===== src/rtl/dcache_pkg.sv =====
`default_nettype none
// ============================================================================
// Module      : dcache_pkg
// Description : Shared widths, FSM encoding and address-field helpers for the
//               direct-mapped write-back data cache.
// Revision    : 1.0 - initial release
// ============================================================================
package dcache_pkg;

    localparam int CPU_ADDR_W = 8;
    localparam int INDEX_W    = 3;
    localparam int OFFSET_W   = 2;
    localparam int TAG_W      = CPU_ADDR_W - INDEX_W - OFFSET_W;
    localparam int BLOCK_W    = 32;
    localparam int MEM_ADDR_W = TAG_W + INDEX_W;

    typedef logic [1:0] state_t;
    localparam state_t S_IDLE      = 2'd0;
    localparam state_t S_WRITEBACK = 2'd1;
    localparam state_t S_MEM_READ  = 2'd2;

    function automatic logic [TAG_W-1:0] addr_tag(input logic [CPU_ADDR_W-1:0] addr);
        return addr[CPU_ADDR_W-1 -: TAG_W];
    endfunction

    function automatic logic [INDEX_W-1:0] addr_index(input logic [CPU_ADDR_W-1:0] addr);
        return addr[OFFSET_W +: INDEX_W];
    endfunction

    function automatic logic [OFFSET_W-1:0] addr_offset(input logic [CPU_ADDR_W-1:0] addr);
        return addr[OFFSET_W-1:0];
    endfunction

endpackage
`default_nettype wire


===== src/rtl/dcache_store.sv =====
`default_nettype none
// ============================================================================
// Module      : dcache_store
// Description : Valid/dirty/tag/data line arrays with byte-write and block-fill
//               ports and combinational read of the indexed line.
// Revision    : 1.0 - initial release
// ============================================================================
module dcache_store #(
    parameter int LINES  = 8,
    parameter int TAG_W  = 3,
    parameter int DATA_W = 32,
    parameter int IDX_W  = $clog2(LINES),
    parameter int SEL_W  = $clog2(DATA_W / 8)
) (
    input  logic              CLK,
    input  logic              RESET,
    input  logic [IDX_W-1:0]  i_index,
    input  logic              i_byte_we,
    input  logic [SEL_W-1:0]  i_byte_sel,
    input  logic [7:0]        i_byte_data,
    input  logic              i_fill_we,
    input  logic [TAG_W-1:0]  i_fill_tag,
    input  logic [DATA_W-1:0] i_fill_data,
    input  logic              i_clean,
    output logic              o_valid,
    output logic              o_dirty,
    output logic [TAG_W-1:0]  o_tag,
    output logic [DATA_W-1:0] o_data
);

    logic [LINES-1:0]  r_valid;
    logic [LINES-1:0]  r_dirty;
    logic [TAG_W-1:0]  r_tag  [LINES];
    logic [DATA_W-1:0] r_data [LINES];

    // Only the status bits are reset; tag/data contents are don't-care until valid.
    always_ff @(posedge CLK) begin
        if (RESET) begin
            r_valid <= '0;
            r_dirty <= '0;
        end else if (i_fill_we) begin
            r_valid[i_index] <= 1'b1;
            r_dirty[i_index] <= 1'b0;
        end else if (i_byte_we) begin
            r_dirty[i_index] <= 1'b1;
        end else if (i_clean) begin
            r_dirty[i_index] <= 1'b0;
        end
    end

    always_ff @(posedge CLK) begin
        if (!RESET) begin
            if (i_fill_we) begin
                r_tag[i_index]  <= i_fill_tag;
                r_data[i_index] <= i_fill_data;
            end else if (i_byte_we) begin
                r_data[i_index][{i_byte_sel, 3'b000} +: 8] <= i_byte_data;
            end
        end
    end

    assign o_valid = r_valid[i_index];
    assign o_dirty = r_dirty[i_index];
    assign o_tag   = r_tag[i_index];
    assign o_data  = r_data[i_index];

endmodule
`default_nettype wire


===== src/rtl/data_cache.sv =====
`default_nettype none
// ============================================================================
// Module      : data_cache
// Description : Direct-mapped, write-back, write-allocate data cache between
//               the 8-bit CPU data port and a block-wide data memory.
// Revision    : 1.0 - initial release
// ============================================================================
module data_cache
    import dcache_pkg::*;
#(
    parameter int LINES       = 8,
    parameter int BLOCK_BYTES = 4,
    parameter int ADDR_W      = 8
) (
    input  logic                  CLK,
    input  logic                  RESET,
    input  logic                  READ,
    input  logic                  WRITE,
    input  logic [ADDR_W-1:0]     ADDRESS,
    input  logic [7:0]            WRITEDATA,
    output logic [7:0]            READDATA,
    output logic                  BUSYWAIT,
    output logic                  mem_read,
    output logic                  mem_write,
    output logic [MEM_ADDR_W-1:0] mem_address,
    output logic [BLOCK_W-1:0]    mem_writedata,
    input  logic [BLOCK_W-1:0]    mem_readdata,
    input  logic                  mem_busywait
);

    state_t              r_state;
    state_t              w_next_state;
    logic [TAG_W-1:0]    w_tag;
    logic [INDEX_W-1:0]  w_index;
    logic [OFFSET_W-1:0] w_offset;
    logic                w_req;
    logic                w_hit;
    logic                w_rd_hit;
    logic                w_byte_we;
    logic                w_fill_we;
    logic                w_clean;
    logic [7:0]          w_rd_byte;
    logic [7:0]          r_readdata;

    logic                   s_valid;
    logic                   s_dirty;
    logic [TAG_W-1:0]       s_tag;
    logic [BLOCK_BYTES*8-1:0] s_data;

    assign w_tag    = addr_tag(ADDRESS);
    assign w_index  = addr_index(ADDRESS);
    assign w_offset = addr_offset(ADDRESS);
    assign w_req    = READ | WRITE;
    assign w_hit    = s_valid & (s_tag == w_tag);

    dcache_store #(
        .LINES  (LINES),
        .TAG_W  (TAG_W),
        .DATA_W (BLOCK_BYTES * 8)
    ) u_store (
        .CLK         (CLK),
        .RESET       (RESET),
        .i_index     (w_index),
        .i_byte_we   (w_byte_we),
        .i_byte_sel  (w_offset),
        .i_byte_data (WRITEDATA),
        .i_fill_we   (w_fill_we),
        .i_fill_tag  (w_tag),
        .i_fill_data (mem_readdata),
        .i_clean     (w_clean),
        .o_valid     (s_valid),
        .o_dirty     (s_dirty),
        .o_tag       (s_tag),
        .o_data      (s_data)
    );

    always_comb begin
        w_next_state = r_state;
        w_byte_we    = 1'b0;
        w_fill_we    = 1'b0;
        w_clean      = 1'b0;
        BUSYWAIT     = 1'b0;
        mem_read     = 1'b0;
        mem_write    = 1'b0;
        mem_address  = {w_tag, w_index};
        case (r_state)
            S_IDLE: begin
                BUSYWAIT  = w_req & ~w_hit;
                w_byte_we = WRITE & w_hit;
                if (w_req && !w_hit)
                    w_next_state = (s_valid && s_dirty) ? S_WRITEBACK : S_MEM_READ;
            end
            S_WRITEBACK: begin
                BUSYWAIT    = 1'b1;
                mem_write   = 1'b1;
                mem_address = {s_tag, w_index};
                if (!mem_busywait) begin
                    w_clean      = 1'b1;
                    w_next_state = S_MEM_READ;
                end
            end
            S_MEM_READ: begin
                BUSYWAIT = 1'b1;
                mem_read = 1'b1;
                if (!mem_busywait) begin
                    w_fill_we    = 1'b1;
                    w_next_state = S_IDLE;
                end
            end
            default: w_next_state = S_IDLE;
        endcase
    end

    assign mem_writedata = s_data;

    // A simultaneous READ/WRITE is a store, so it never updates the load result.
    assign w_rd_hit  = (r_state == S_IDLE) & READ & ~WRITE & w_hit;
    assign w_rd_byte = s_data[{w_offset, 3'b000} +: 8];
    assign READDATA  = w_rd_hit ? w_rd_byte : r_readdata;

    always_ff @(posedge CLK) begin
        if (RESET) begin
            r_state    <= S_IDLE;
            r_readdata <= 8'h00;
        end else begin
            r_state <= w_next_state;
            if (w_rd_hit)
                r_readdata <= w_rd_byte;
        end
    end

endmodule
`default_nettype wire

===== config.mk =====
export PLATFORM = sky130hd
export DESIGN_NAME = data_cache
export DESIGN_NICKNAME = d
export VERILOG_FILES = /design/src/rtl/dcache_pkg.sv /design/src/rtl/dcache_store.sv /design/src/rtl/data_cache.sv
export SDC_FILE = /design/constraint.sdc
export NUM_CORES = 1
export LEC_CHECK = 0
export BUFFER_PORTS_ARGS = -buffer_cell sky130_fd_sc_hd__buf_2
export CAP_MARGIN = 20
export CELL_PAD_IN_SITES_DETAIL_PLACEMENT = 1
export CELL_PAD_IN_SITES_GLOBAL_PLACEMENT = 2
export CORE_AREA = 2 2 189 191
export CTS_CLUSTER_SIZE = 16
export DETAILED_ROUTE_END_ITERATION = 8
export DIE_AREA = 0 0 191 193
export PLACE_DENSITY = 0.75
export SYNTH_ARGS = -nofsm -noshare
export SYNTH_HDL_FRONTEND = slang
export SYNTH_SLANG_ARGS = --single-unit

===== constraint.sdc =====
create_clock -name CLK -period 2.5 [get_ports CLK]
set_input_delay 0.375 -clock CLK [delete_from_list [all_inputs] [get_ports CLK]]
set_output_delay 0.375 -clock CLK [all_outputs]
set_load 0.05 [all_outputs]

## After elaboration in Yosys (flattened, before gate mapping)

Memories as Yosys holds them, arrays and structs flattened.
Index checks and enable logic that the tools add are counted.

| cells by class | value |
|---|---|
| $add $sub $neg | 1 |
| magnitude comparators | 2 |
| eq/ne operators | 6 |
| shift-type cells | 3 |
| mux-type cells | 62 |
| bitwise logic cells | 45 |
| reductions and logical operators | 8 |

Operators with widths:

| operator | count |
|---|---|
| $mux W1 | 47 |
| $or A1 B1 Y1 | 33 |
| $mux W32 | 1 |
| $mux W8 | 4 |
| $shift A8 B7 Y32 const A | 1 |
| $shiftx A32 B6 Y8 | 1 |
| $shiftx A8 B7 Y32 | 1 |
| $or A8 B8 Y8 | 2 |
| $and A8 B8 Y8 | 1 |
| $mux W2 | 4 |
| $not A8 Y8 | 1 |
| $neg A5 Y7 | 1 |
| $and A1 B1 Y1 | 6 |
| $bmux W1 S3 | 2 |
| $mux W6 | 1 |
| $ne A2 B2 Y1 const B | 3 |
| $pmux W2 S3 | 1 |
| $lt A3 B4 Y1 const B | 1 |
| $demux W1 S3 | 1 |
| $eq A3 B3 Y1 | 1 |
| $ge A3 B1 Y1 const B | 1 |
| $logic_and A1 B1 Y1 | 3 |
| $reduce_and A3 Y1 | 1 |
| $reduce_bool A3 Y1 | 1 |
| other kinds (7) | 8 |

| storage, ports and cells | value |
|---|---|
| register bits after elaboration | 26 |
| memory bits (writable) | 280 |
| input port bits | 53 |
| word-level logic and storage cells | 133 |
| memories kept | 2 |

Memory list:

| memory | depth | bits a word | read ports | clocked after memory_dff | wr ports | RTL line | RTL |
|---|---|---|---|---|---|---|---|
| u_store.r_data | 8 | 32 | 1 | 0 | 1 | dcache_store.sv:34 | `logic [DATA_W-1:0] r_data [LINES];` |
| u_store.r_tag | 8 | 3 | 1 | 0 | 1 | dcache_store.sv:33 | `logic [TAG_W-1:0] r_tag [LINES];` |

## Logic depth before layout (Yosys ltp)

| depth | value |
|---|---|
| depth in word-level cells | 10 |
| gate-level depth with buffers | 10 |
| mapped depth without buffers | 7 |

## Cells and area by module

A second synthesis with hierarchy kept.

| second synthesis, totals | value |
|---|---|
| cells, all modules | 874 |
| area, all modules | 13305.3 µm² |

Modules (own cells, without submodules):

| module | times used | cells each | area each (µm²) | sequential area each (µm²) |
|---|---|---|---|---|
| dcache_store | 1 | 799 | 12468.2 | 8728.4 |
| data_cache | 1 | 75 | 837.1 | 200.2 |

## Worst setup path after synthesis

Ideal clock, no wire load.

| timing | value |
|---|---|
| path type | input to output |
| start point | in ADDRESS[3] |
| end point | out READDATA[5] |
| data arrival time | 3.472 ns |
| data required time | 2.125 ns |
| path slack | -1.347 ns |
| stages on the path | 9 |
| path buffers | 3 |
| path through | buf_2 buf_4 nor2b_1 buf_2 a22o_1 o21ai_0 a2bb2oi_1 a21oi_1 a21oi_1 |

| between the ends | value |
|---|---|
| elaborated cells on any way between the ends | 9 |
| classes of those cells | eq/ne (1); shift (1); mux (3); bitwise (2); memory (2) |

RTL lines:

| what | RTL line | RTL |
|---|---|---|
| start, declared | data_cache.sv:19 | `input logic [ADDR_W-1:0] ADDRESS,` |
| $mem_v2 Z8 W32 | - |  |
| via mem_writedata[13] | data_cache.sv:26 | `output logic [BLOCK_W-1:0] mem_writedata,` |
| $shiftx A32 B6 Y8 | data_cache.sv:118 | `assign w_rd_byte = s_data[{w_offset, 3'b000} +: 8];` |
| $mux W8 | - |  |
| end, declared | data_cache.sv:21 | `output logic [7:0] READDATA,` |

The timed path passes the listed nets, and every way through them passes these cells. The select of a mux whose other input is x is not followed.

## Final worst setup path

| timing | value |
|---|---|
| start point | in ADDRESS[2] |
| end point | out READDATA[7] |

| between the ends | value |
|---|---|
| word-level cells in the longest chain between the ends | 5 |
| elaborated cells on any way between the ends | 9 |
| classes of those cells | eq/ne (1); shift (1); mux (3); bitwise (2); memory (2) |

Ends and longest elaborated chain:

| what |
|---|
| parallel branches: the longest is 4 deep, another holds $mem_v2 Z8 W32 |
| $mux W8 (*) |

Every way passes the cells marked *. The select of a mux whose other input is x is not followed.

==> impl_summary.txt <==
----------------------------------------------------
[Status]
  Outcome ... complete, but fails checks
  Violated checks ... negative setup slack

[Placement]
  Post-DP Area ... 16660 um2
  Final weighted congestion of routability-driven global placement ... approximately 0.86
  DP HPWL ... 32.84 mm
  Placed cell count ... around 1600
  Input/output buffers ... about 100

[Pwr]
  Switching share of power ... 0.2509
  Relative contribution of the clock network to total power ... 0.422
  Leakage power figure ... between 7 and 8 nW
  Sequential Power Share ... 0.435
  Power per Cell Area ... around 660 nW/um2
  Internal Power ... 9.708 mW
  NetSw ... around 3.3 mW
  Worst-case vdd ir drop ... between 0.6 and 0.7 mV
  Portion of total power attributed to combinational logic ... 0.143

[Worst setup path]
  Category of the worst setup path launch point ... input pin
  Crit Path Category ... input pin to output pin
  Worst path max stage delay ... around 470 ps
  Setup slack of the most critical reg-to-reg path ... -190 ps
  CP Max Fanout ... 14
  Number of buffers and inverters on the critical path ... 5
  Worst reg2reg path endpoint ... u_store.r_data[3][28]
  Category of the worst setup path capture point ... output pin
  R2R Path Start ... u_store.r_tag[3][2]
  Slowest cell on the critical path ... sky130_fd_sc_hd__or3b_2
  Critical Path, Cell by Cell ... buf_6 > buf_12 > buf_4 > or3b_2 > a21oi_1 > o31ai_4 > o22ai_2 > nor3_4 > buf_6 > nor2_4 > buf_6
  CP required ... ~2100 ps
  Worst reg2reg path depth ... 11
  Arrival time at the worst endpoint ... about 2600 ps
  Most frequent cell on the critical path ... sky130_fd_sc_hd__buf_6
  Cell family with most CP delay ... compound AO/OA/AOI/OAI gates

[Clocking]
  TritonCTS clock tree ... built
  CTS Root Cell ... sky130_fd_sc_hd__clkbuf_16
  Total number of H-tree levels ... 2
  Clock transition at path regs ... ~60 ps
  Number of CTS-inserted buffers ... 35
  Number of sinks on the clock net ... 306
  CTS Hold Bufs ... 0
  Worst-case clock buffer depth ... 3
  Worst skew pair latency ... 520 ps

[STA]
  Max_slew headroom ... 0.4891
  Number of hold violations in the final report ... 0
  Fmax ... roughly 330 MHz
  Period utilization ... 1.204
  Count of final max-slew check failures ... 0
  Clock skew after layout ... roughly 14 ps
  Crit path time final ... 3009 ps
  Setup violators final ... 459
  Transition at the pin with the smallest max-transition slack ... between 700 and 800 ps
  Post-route worst setup slack ... -508.8 ps
  RSZ-0062 raised after global routing ... true

[Logic synthesis]
  Leading post-synthesis cells by cell area ... sky130_fd_sc_hd__edfxtp_1 (62%), sky130_fd_sc_hd__mux2i_1 (4.5%), sky130_fd_sc_hd__dfxtp_1 (3.9%)
  Leading area contributor after synthesis ... sky130_fd_sc_hd__edfxtp_1
  Share of async-settable or async-resettable flops after synthesis ... 0
  Nets in the synthesized netlist ... just under 1000
  Number of warnings printed during yosys synthesis ... 0
  Number of different library cells in the post-synthesis netlist ... 70
  Combined area of all synthesized cells ... ~13000 um2
  Gate count of the mapped netlist ... about 910
  Synthesized area per cell ... 14.76 um2
  Number of enable flip-flop cells after synthesis ... 280
  Top-area cell type share of the netlist area ... 0.6239
  Register area share after synthesis ... 0.6625
  Seq cells post-synth ... just over 300
  Synth Flop Type ... sky130_fd_sc_hd__edfxtp_1

[Final layout]
  Area occupied by multi-input gates ... around 5400 um2
  Leading cell types in the layout, fill and taps excluded ... sky130_fd_sc_hd__edfxtp_1 (280), sky130_fd_sc_hd__buf_4 (187), sky130_fd_sc_hd__buf_2 (79)
  Share of the core filled with cells ... 0.5617
  Signed area change from the synthesized netlist to the final layout ... 45.73%
  Count of antenna diodes in the layout ... 0
  Most common cell after layout, fill and taps aside ... sky130_fd_sc_hd__edfxtp_1
  Cell area after layout ... 19640 um2
  Share of post-route cells with drive strength above 1 ... 0.4992
  Final std cells w/o fill ... around 1700
  Fill cell total of the finished layout ... roughly 3300
  Register area ... between 8000 and 9000 um2
  Number of nets in the final layout ... roughly 1300

[Detailed routing]
  Detailed Route WL ... between 40 and 50 mm
  Wirelength per Cell ... about 28 um
  DRC marker count from the first detailed-route iteration ... approximately 930
  Number of detailed-routing iterations run before antenna repair ... 5
  Post-detailed-route DRC marker count ... 0
  Per-cell via count in the routed design ... 5.670
  Overall via count from detail_route ... between 9000 and 10000
  Antenna viol nets, final ... 0

[Hold path]
  Hold EP ... u_store.r_tag[7][1]
  Worst min-delay path startpoint ... ADDRESS[6]
  Hold depth ... 1
  Class of the tightest hold or removal check ... input pin to flop

[Global route]
  Pin count of the biggest net entering global routing ... 29
  Global-route wire length before repair ... approximately 70 mm
  Via count of the first global-routing pass ... 10330
  Gr busiest metal ... met2
  Fraction of met2 tracks used by global routing ... 0.4543
  Remaining Overflow, GRT ... 0
  Global routing usage summed across all routing layers ... 0.2637
  Initial antenna violation count ... 0
  Met3 routing resource usage after global routing ... 0.03620
  Met1 usage ... 0.3366

[Floorplan]
  Die Height ... 193 um
  Die Wd ... between 150 and 200 um
  Std cell rows ... 69
  Initial Util ... 0.3854
  Top-level I/O count ... approximately 100
  Placeable core region ... between 30000 and 40000 um2
  Die Footprint ... ~37000 um2

[Flow run]
  Total of max-cap violations ... 0

----------------------------------------------------
state kept, by name (all words and copies together) (netlist names), named ones only:
| name | count |
|---|---|
| u_store.r_tag | 24 |
| u_store.r_valid | 8 |
| r_state | 2 |
| r_readdata | 8 |
| u_store.r_data | 256 |
power groups by stage:
stage	Clock, mW	Sequential (mW)	Combinational, mW
final	5.47	5.63	1.85
after global routing	5.69	5.63	1.93
after CTS	5.50	5.63	1.77
after detailed placement	0	5.74	1.57
after global placement	0	5.74	1.55
after floorplan	0	5.74	0.863
how the worst max path moves through the flow:
| stage | slack (ps) | from | endpoint | cells after the start |
|---|---|---|---|---|
| floorplan | -130 | ADDRESS[4] | READDATA[4] | 8 |
| global placement | -770 | ADDRESS[3] | READDATA[7] | 10 |
| detailed placement | -790 | ADDRESS[3] | READDATA[7] | 10 |
| CTS | -520 | u_store.r_data[4][15] | READDATA[7] | 8 |
| global route | -610 | u_store.r_tag[0][0] | READDATA[7] | 10 |
| finish | -510 | ADDRESS[2] | READDATA[7] | 11 |
routing by layer:
layer  wire (um)  part of all wire
met4        1816             0.037
met2       24490              0.50
met5           0                 0
met3        2709             0.055
met1       20120              0.41
synth_stat cells, drive strengths merged, types with 3 or more instances:
cell       n
nor2b     10
ha         9
edfxtp   280
and2       9
o21ai     16
mux2i     61
a21oi     20
nand2     74
dfxtp     26
o22ai      6
buf       35
nand3     17
a31oi     14
a21o      12
clkbuf    19
and4       3
mux2      39
o2bb2ai    6
o2111ai    9
nor3b      5
a211oi     6
a22o      11
nand2b     3
nor3       7
nor2      55
a221oi    21
and3       4
inv       40
a32o       4
o211ai     9
mux4      23
a221o     12
a22oi     14
nand4      3
metrics by stage:
step                      setup slack (ps)  setup TNS, ps  total power [mW]  hold slack [ps]
after floorplan                     -129.6         -24990             6.601            421.0
after global placement              -773.6        -174000             7.294            431.4
after detailed placement            -787.9        -210100             7.316            440.6
after CTS                           -519.4         -15160             12.90            219.6
after global routing                -610.6         -96410             13.25            232.9
final                               -508.8         -52690             12.96            232.0
cell type report:
class | instances | share of cell area
timing repair buffer | 368 | 0.1707
multi-input combinational | 511 | 0.2758
clock inverter | 16 | 0.01230
clock buffer | 45 | 0.04918
sequential | 306 | 0.4546
tap | 461 | 0.02937
inverter | 42 | 0.008027
timing repair:
action                     CTS  global route
cloned                       0             0
setup buffers               19            27
setup endpoints to repair  379           523
pin swaps                   30            25
gates resized for setup    229            69
kinds of logic after synthesis:
| kind of cell | after synthesis | share of synthesized area |
|---|---|---|
| buffers and inverters | 96 | 0.03370 |
| xor gates and xnor gates | 1 | 0.001207 |
| AOI/OAI and AO/OA | 180 | 0.1066 |
| and+or+nand+nor | 198 | 0.07130 |
| DFF | 306 | 0.6625 |
| muxes | 123 | 0.1163 |
| adders and majority gates | 9 | 0.008356 |
No activity file was read; power rests on OpenSTA's default activity.
